--- src/rtl/matmul_tile_sequencer.sv ---
// Breaks one large matmul command into row-major per-tile commands for the
// systolic core, limits outstanding tiles, and returns one completion response.
module matmul_tile_sequencer #(
  parameter int TILE         = 8,
  parameter int ELEM_BYTES   = 2,
  parameter int ADDR_W       = 64,
  parameter int DIM_W        = 20,
  parameter int TCNT_W       = 16,
  parameter int MAX_INFLIGHT = 2
) (
  input  logic              clock,
  input  logic              reset,
  // top-level command
  input  logic              i_cmd_valid,
  output logic              o_cmd_ready,
  input  logic [ADDR_W-1:0] i_cmd_act_addr,
  input  logic [ADDR_W-1:0] i_cmd_wgt_addr,
  input  logic [ADDR_W-1:0] i_cmd_out_addr,
  input  logic [TCNT_W-1:0] i_cmd_m_tiles,
  input  logic [TCNT_W-1:0] i_cmd_n_tiles,
  input  logic [DIM_W-1:0]  i_cmd_inner_dimension,
  // top-level completion
  output logic              o_resp_valid,
  input  logic              i_resp_ready,
  output logic [31:0]       o_resp_tile_count,
  // per-tile command to the core
  output logic              o_tile_cmd_valid,
  input  logic              i_tile_cmd_ready,
  output logic [ADDR_W-1:0] o_tile_cmd_act_addr,
  output logic [ADDR_W-1:0] o_tile_cmd_wgt_addr,
  output logic [ADDR_W-1:0] o_tile_cmd_out_addr,
  output logic [DIM_W-1:0]  o_tile_cmd_inner_dim,
  // per-tile completion from the core
  input  logic              i_tile_resp_valid,
  output logic              o_tile_resp_ready,
  output logic              o_busy
);

  localparam int LOG_TILE = $clog2(TILE);
  localparam int LOG_EB   = $clog2(ELEM_BYTES);
  localparam int AS_SHIFT = LOG_TILE + LOG_EB;
  localparam int IF_W     = $clog2(MAX_INFLIGHT + 1);
  localparam logic [ADDR_W-1:0] OUT_STRIDE = ADDR_W'(1) << (2 * LOG_TILE + LOG_EB);

  typedef enum logic [1:0] {S_IDLE, S_ISSUE, S_DRAIN, S_RESP} state_t;

  state_t              r_state;
  state_t              w_state_next;
  logic [ADDR_W-1:0]   r_act;
  logic [ADDR_W-1:0]   r_wgt;
  logic [ADDR_W-1:0]   r_out;
  logic [ADDR_W-1:0]   r_wgt_base;
  logic [ADDR_W-1:0]   r_stride;
  logic [DIM_W-1:0]    r_k;
  logic [TCNT_W-1:0]   r_m;
  logic [TCNT_W-1:0]   r_n;
  logic [TCNT_W-1:0]   r_i;
  logic [TCNT_W-1:0]   r_j;
  logic [IF_W-1:0]     r_inflight;
  logic [31:0]         r_issued;
  logic [31:0]         r_done;

  logic w_cmd_fire;
  logic w_tile_fire;
  logic w_tresp_fire;
  logic w_resp_fire;
  logic w_empty_cmd;
  logic w_last_col;
  logic w_last_tile;
  logic [31:0] w_done_next;

  assign w_cmd_fire   = i_cmd_valid & o_cmd_ready;
  assign w_tile_fire  = o_tile_cmd_valid & i_tile_cmd_ready;
  assign w_tresp_fire = i_tile_resp_valid & o_tile_resp_ready;
  assign w_resp_fire  = o_resp_valid & i_resp_ready;
  assign w_empty_cmd  = (i_cmd_m_tiles == '0) | (i_cmd_n_tiles == '0) |
                        (i_cmd_inner_dimension == '0);
  assign w_last_col   = (r_j == r_n - TCNT_W'(1));
  assign w_last_tile  = w_last_col & (r_i == r_m - TCNT_W'(1));
  // Looking at the done count including this cycle's response lets RESP follow
  // the final tile response by exactly one cycle.
  assign w_done_next  = r_done + {31'd0, w_tresp_fire};

  assign o_tile_cmd_act_addr  = r_act;
  assign o_tile_cmd_wgt_addr  = r_wgt;
  assign o_tile_cmd_out_addr  = r_out;
  assign o_tile_cmd_inner_dim = r_k;
  assign o_resp_tile_count    = r_done;

  // State register.
  always_ff @(posedge clock) begin
    // NOTE: sequential state uses non-blocking assignments so every flop samples
    // pre-edge values regardless of block ordering.
    if (reset) r_state <= S_IDLE;
    else       r_state <= w_state_next;
  end

  // Next-state and handshake outputs; every output gets a default first.
  always_comb begin
    // NOTE: assigning defaults at the top keeps every path covered so no latch is inferred.
    w_state_next      = r_state;
    o_cmd_ready       = 1'b0;
    o_busy            = 1'b1;
    o_resp_valid      = 1'b0;
    o_tile_cmd_valid  = 1'b0;
    o_tile_resp_ready = (r_inflight != '0);
    unique case (r_state)
      S_IDLE: begin
        o_cmd_ready = 1'b1;
        o_busy      = 1'b0;
        if (i_cmd_valid) w_state_next = w_empty_cmd ? S_RESP : S_ISSUE;
      end
      S_ISSUE: begin
        o_tile_cmd_valid = (r_inflight < IF_W'(MAX_INFLIGHT));
        if (o_tile_cmd_valid && i_tile_cmd_ready && w_last_tile) w_state_next = S_DRAIN;
      end
      S_DRAIN: begin
        if (w_done_next == r_issued) w_state_next = S_RESP;
      end
      S_RESP: begin
        o_resp_valid = 1'b1;
        if (i_resp_ready) w_state_next = S_IDLE;
      end
      default: w_state_next = S_IDLE;
    endcase
  end

  // Command latch, incremental tile addressing, inflight and completion counters.
  always_ff @(posedge clock) begin
    if (reset) begin
      r_act      <= '0;
      r_wgt      <= '0;
      r_out      <= '0;
      r_wgt_base <= '0;
      r_stride   <= '0;
      r_k        <= '0;
      r_m        <= '0;
      r_n        <= '0;
      r_i        <= '0;
      r_j        <= '0;
      r_inflight <= '0;
      r_issued   <= '0;
      r_done     <= '0;
    end else begin
      if (w_cmd_fire) begin
        r_act      <= i_cmd_act_addr;
        r_wgt      <= i_cmd_wgt_addr;
        r_out      <= i_cmd_out_addr;
        r_wgt_base <= i_cmd_wgt_addr;
        r_stride   <= ADDR_W'(i_cmd_inner_dimension) << AS_SHIFT;
        r_k        <= i_cmd_inner_dimension;
        r_m        <= i_cmd_m_tiles;
        r_n        <= i_cmd_n_tiles;
        r_i        <= '0;
        r_j        <= '0;
      end

      if (w_tile_fire) begin
        r_issued <= r_issued + 32'd1;
        r_out    <= r_out + OUT_STRIDE;
        if (w_last_col) begin
          r_j   <= '0;
          r_i   <= r_i + TCNT_W'(1);
          r_wgt <= r_wgt_base;
          r_act <= r_act + r_stride;
        end else begin
          r_j   <= r_j + TCNT_W'(1);
          r_wgt <= r_wgt + r_stride;
        end
      end

      unique case ({w_tile_fire, w_tresp_fire})
        2'b10:   r_inflight <= r_inflight + IF_W'(1);
        2'b01:   r_inflight <= r_inflight - IF_W'(1);
        default: r_inflight <= r_inflight;
      endcase

      if (w_tresp_fire) r_done <= w_done_next;

      if (w_resp_fire) begin
        r_issued <= '0;
        r_done   <= '0;
      end
    end
  end

endmodule

--- config.mk ---
export PLATFORM = sky130hd
export DESIGN_NAME = matmul_tile_sequencer
export DESIGN_NICKNAME = d
export VERILOG_FILES = /design/src/rtl/matmul_tile_sequencer.sv
export SDC_FILE = /design/constraint.sdc
export NUM_CORES = 1
export LEC_CHECK = 0
export ABC_CLOCK_PERIOD_IN_PS = 7100
export CAP_MARGIN = 20
export CORE_MARGIN = 2
export CORE_UTILIZATION = 50
export DETAILED_ROUTE_END_ITERATION = 8
export PLACE_DENSITY = 0.79
export SYNTH_ARGS = -nofsm -noshare
export SYNTH_HDL_FRONTEND = slang
export SYNTH_SLANG_ARGS = --single-unit
export TNS_END_PERCENT = 5
--- constraint.sdc ---
create_clock -name clock -period 7.1 [get_ports clock]
set_input_delay 1.775 -clock clock [delete_from_list [all_inputs] [get_ports clock]]
set_output_delay 1.775 -clock clock [all_outputs]
set_load 0.005 [all_outputs]
==> impl_results.md <==
- Setup repair bufs after CTS: 0
- Largest family of logic cells by synthesized area: simple AND/OR/NAND/NOR gates
- Net Sw Power: 3.60 mW
- Status: finished clean
- Critical path arrival: 5760 ps
- H-tree depth: 2
- Post-synthesis mux area share: 0.956%
- Number of synthesized flops with an enable pin: 0
- DR vias/cell: 6.27
- DRC violations left: 0
- Max clock buf depth: 3
- TritonCTS clock tree: done
- Synth cell types: 83
- WS Path Type: primary input to flop
- Die Footprint: 48,300 sq um
- Pwr/cell area: 310 nW/um^2
- Mapped Area: 23,300 sq um
- Total gr overflow: 0
- Share of the synthesized area in the top cell type: 35.1%
- Synth Area in Simple Gates: 26.9%
- Final hold vios: 0
- Num CTS Buffers: 46
- Max Slew Vio Count: 0
- Synth Area in Adders: 3.06%
- Startpoint types: primary input
- Core ar.: 46,300 sq um
- Num Clock Sinks: 408
- Initial antenna violation count: 15
- Leakage Power: 11.1 nW
- DRT antenna net count: 0
- Min Clock Period, post-route: 5280 ps
- Final Cycle Share: 74.3%
- Setup crit end kind: flop
- Final core utilization: 65.1%
- Share of layout cells above drive strength 1: 4.00%
- IO Port Bufs: 498
- Setup TNS: 0 ps
- Max capacitance violation total: 0
- Clock power share: 26.7%
- Clock Skew: 38.2 ps
- Worst-path clk slew: 60 ps
- Skew-Pair Late Insertion Delay: 620 ps
- Crit-path max FO: 18
- Ys Warns: 0
- Asr flop ratio synth: 0%
- Slew headroom: 25.8%
- Worst Hold Class: flop to flop
- XOR/XNOR Fraction of Synth Area: 6.95%
- Worst vdd ir: 240 uV
- RePlAce Congestion: 0.969
- CTS Hold Buffers Added: 0
- Wire per inst: 22.2 um
- DP HPWL: 66,300 um
- RSZ-0062 raised after global routing: no
- Largest net degree at the start of global routing: 111
- Power share of the sequential group: 34.8%
- Biggest area consumer among synthesized cells: dfxtp_1
- Comb power frac: 38.5%
- Compound-Gate Fraction of Synth Area: 23.0%
- Least-Margin Pin Slew: 1090 ps
- Layout Nets: 3,793
- First-pass GRT wire length: 138,000 um
- Synth-to-Final Area Change: 29.3%
- Routed via count: 26,000
- Achievable Freq: 190 MHz
- DRT Pass-1 Iters: 6
- WL final: 92,000 um
- Initial Util: 50.4%
- Cell count after synthesis: 3,120
- Die X: 220 um
- Yosys reg bits: 408
- Synth area leaders: dfxtp_1 (35%), nand2_1 (9.5%), a21oi_1 (7.6%)
- Sw Ratio: 38.6%
- Register area share after synthesis: 35.1%
- GRT Util Overall: 36.4%
- IO Pins: 499
- CTS resizes: 0
- Syn avg cell area: 7.47 sq um
- Primary FF master, synth: dfxtp_1
- Synthesized net count: 3,425
- Die Y: 220 um
- Cell Int Power: 5.73 mW
- Drt initial violations: 2,660
- Row Count: 79
- Final setup viols: 0
- Vias in the first global route: 24,100
- Root Driver: clkbuf_16
- Critical Path RT: 7580 ps
layout by cell type, fill, tap and decap left out, types with 62 or more instances in the layout:
| cell type | netlist | layout |
|---|---|---|
| o21ai_0 | 153 | 153 |
| nor2_1 | 248 | 245 |
| nand3_1 | 98 | 98 |
| a21oi_1 | 355 | 354 |
| nand2_1 | 587 | 583 |
| nor3_1 | 82 | 82 |
| dfxtp_1 | 408 | 408 |
| and3_1 | 62 | 62 |
| clkdlybuf4s50_1 | 0 | 497 |
| xor2_1 | 90 | 90 |
| xnor2_1 | 95 | 95 |
cell families after synthesis:
kind of cell,Yosys count
and+or+nand+nor,1348
AOI/OAI and AO/OA,857
DFF,408
buffers and inverters,244
xor gates and xnor gates,185
adders and majority gates,56
muxes,22
synth_stat cells, types with 10 or more instances:
| master | count |
|---|---|
| a211oi_1 | 50 |
| a21o_1 | 40 |
| a21oi_1 | 355 |
| a221oi_1 | 16 |
| a311oi_1 | 46 |
| a31oi_1 | 47 |
| and2_1 | 24 |
| and3_1 | 62 |
| and4_1 | 17 |
| buf_1 | 20 |
| buf_2 | 12 |
| clkbuf_1 | 164 |
| dfxtp_1 | 408 |
| ha_1 | 53 |
| inv_1 | 45 |
| mux2i_1 | 20 |
| nand2_1 | 587 |
| nand2b_1 | 10 |
| nand3_1 | 98 |
| nand3b_1 | 14 |
| nand4_1 | 57 |
| nor2_1 | 248 |
| nor2b_1 | 12 |
| nor3_1 | 82 |
| nor4_1 | 57 |
| o2111ai_1 | 10 |
| o211ai_1 | 19 |
| o21a_1 | 10 |
| o21ai_0 | 153 |
| or3_1 | 33 |
| xnor2_1 | 95 |
| xor2_1 | 90 |
power by group through the flow:
| stage | clock network [mW] | logic (mW) | registers [mW] |
|---|---|---|---|
| after floorplan | 0 | 2.05 | 3.12 |
| after global placement | 0 | 3.42 | 3.24 |
| after detailed placement | 0 | 3.50 | 3.27 |
| after CTS | 2.51 | 3.52 | 3.23 |
| after global routing | 2.60 | 3.89 | 3.29 |
| final | 2.49 | 3.59 | 3.25 |
state kept, by name (all words and copies together), names as in the netlist:
| signal | flops |
|---|---|
| o_tile_cmd_act_addr | 64 |
| o_tile_cmd_out_addr | 64 |
| o_tile_cmd_wgt_addr | 64 |
| r_wgt_base | 64 |
| o_resp_tile_count | 32 |
| r_issued | 32 |
| o_tile_cmd_inner_dim | 20 |
| r_i | 16 |
| r_j | 16 |
| r_m | 16 |
| r_n | 16 |
| r_inflight | 2 |
| r_state | 2 |
per-stage QoR:
| stage | instance area [sq um] | hold WS, ps | instances | total power [mW] | setup slack [ps] |
|---|---|---|---|---|---|
| 2_1_floorplan | 23300 | 433 | 3120 | 5.17 | 2530 |
| 4_1_cts | 30100 | 457 | 4130 | 9.26 | 1840 |
| 3_3_place_gp | 28500 | 441 | 4044 | 6.66 | 1370 |
| 3_5_place_dp | 28500 | 449 | 4045 | 6.77 | 1250 |
| 5_1_grt | 30100 | 471 | 4140 | 9.78 | 1530 |
| 6_report | 30100 | 454 | 4141 | 9.33 | 1820 |
final cells by class:
cell class | instances | area, sq um
clock inverter | 13 | 165
tap | 607 | 759
timing repair buffer | 519 | 5190
antenna | 9 | 22.5
sequential | 408 | 8170
multi-input combinational | 2468 | 14200
inverter | 45 | 170
clock buffer | 72 | 1410
fill | 4014 | 16100
final timing paths:
kind	slack, ps	end	startpoint	depth (start not counted)
worst max register to register	2160	o_tile_cmd_act_addr[40]$_SDFF_PP0_	r_n[0]$_SDFFE_PP0P_	12
worst min register to register	450	r_wgt_base[12]$_SDFFE_PP0P_	r_wgt_base[12]$_SDFFE_PP0P_	2
worst max-delay path	1820	r_state[0]$_SDFFE_PP0P_	i_tile_resp_valid	15
worst min-delay path	450	r_wgt_base[12]$_SDFFE_PP0P_	r_wgt_base[12]$_SDFFE_PP0P_	2
metal layers:
metal | vias up | track usage, % | part of all wire, %
li1 | 12000 | - | -
met1 | 12500 | 46.2 | 40
met2 | 1283 | 58.8 | 46
met3 | 229 | 7.52 | 8.9
met4 | 14 | 17.5 | 4.9
met5 | - | 0 | 0.11
worst max-delay path, stage by stage:
cell,delay [ps]
clkdlybuf4s50_1,460
nand2_1,50
buf_4,200
inv_1,220
ha_1,240
ha_1,270
and4_1,400
nand3_1,250
nor4_1,420
xnor2_1,110
nor4_1,190
nand4_1,170
o41ai_1,380
o2111ai_1,250
a221oi_1,360
No activity file was read; power rests on OpenSTA's default activity.
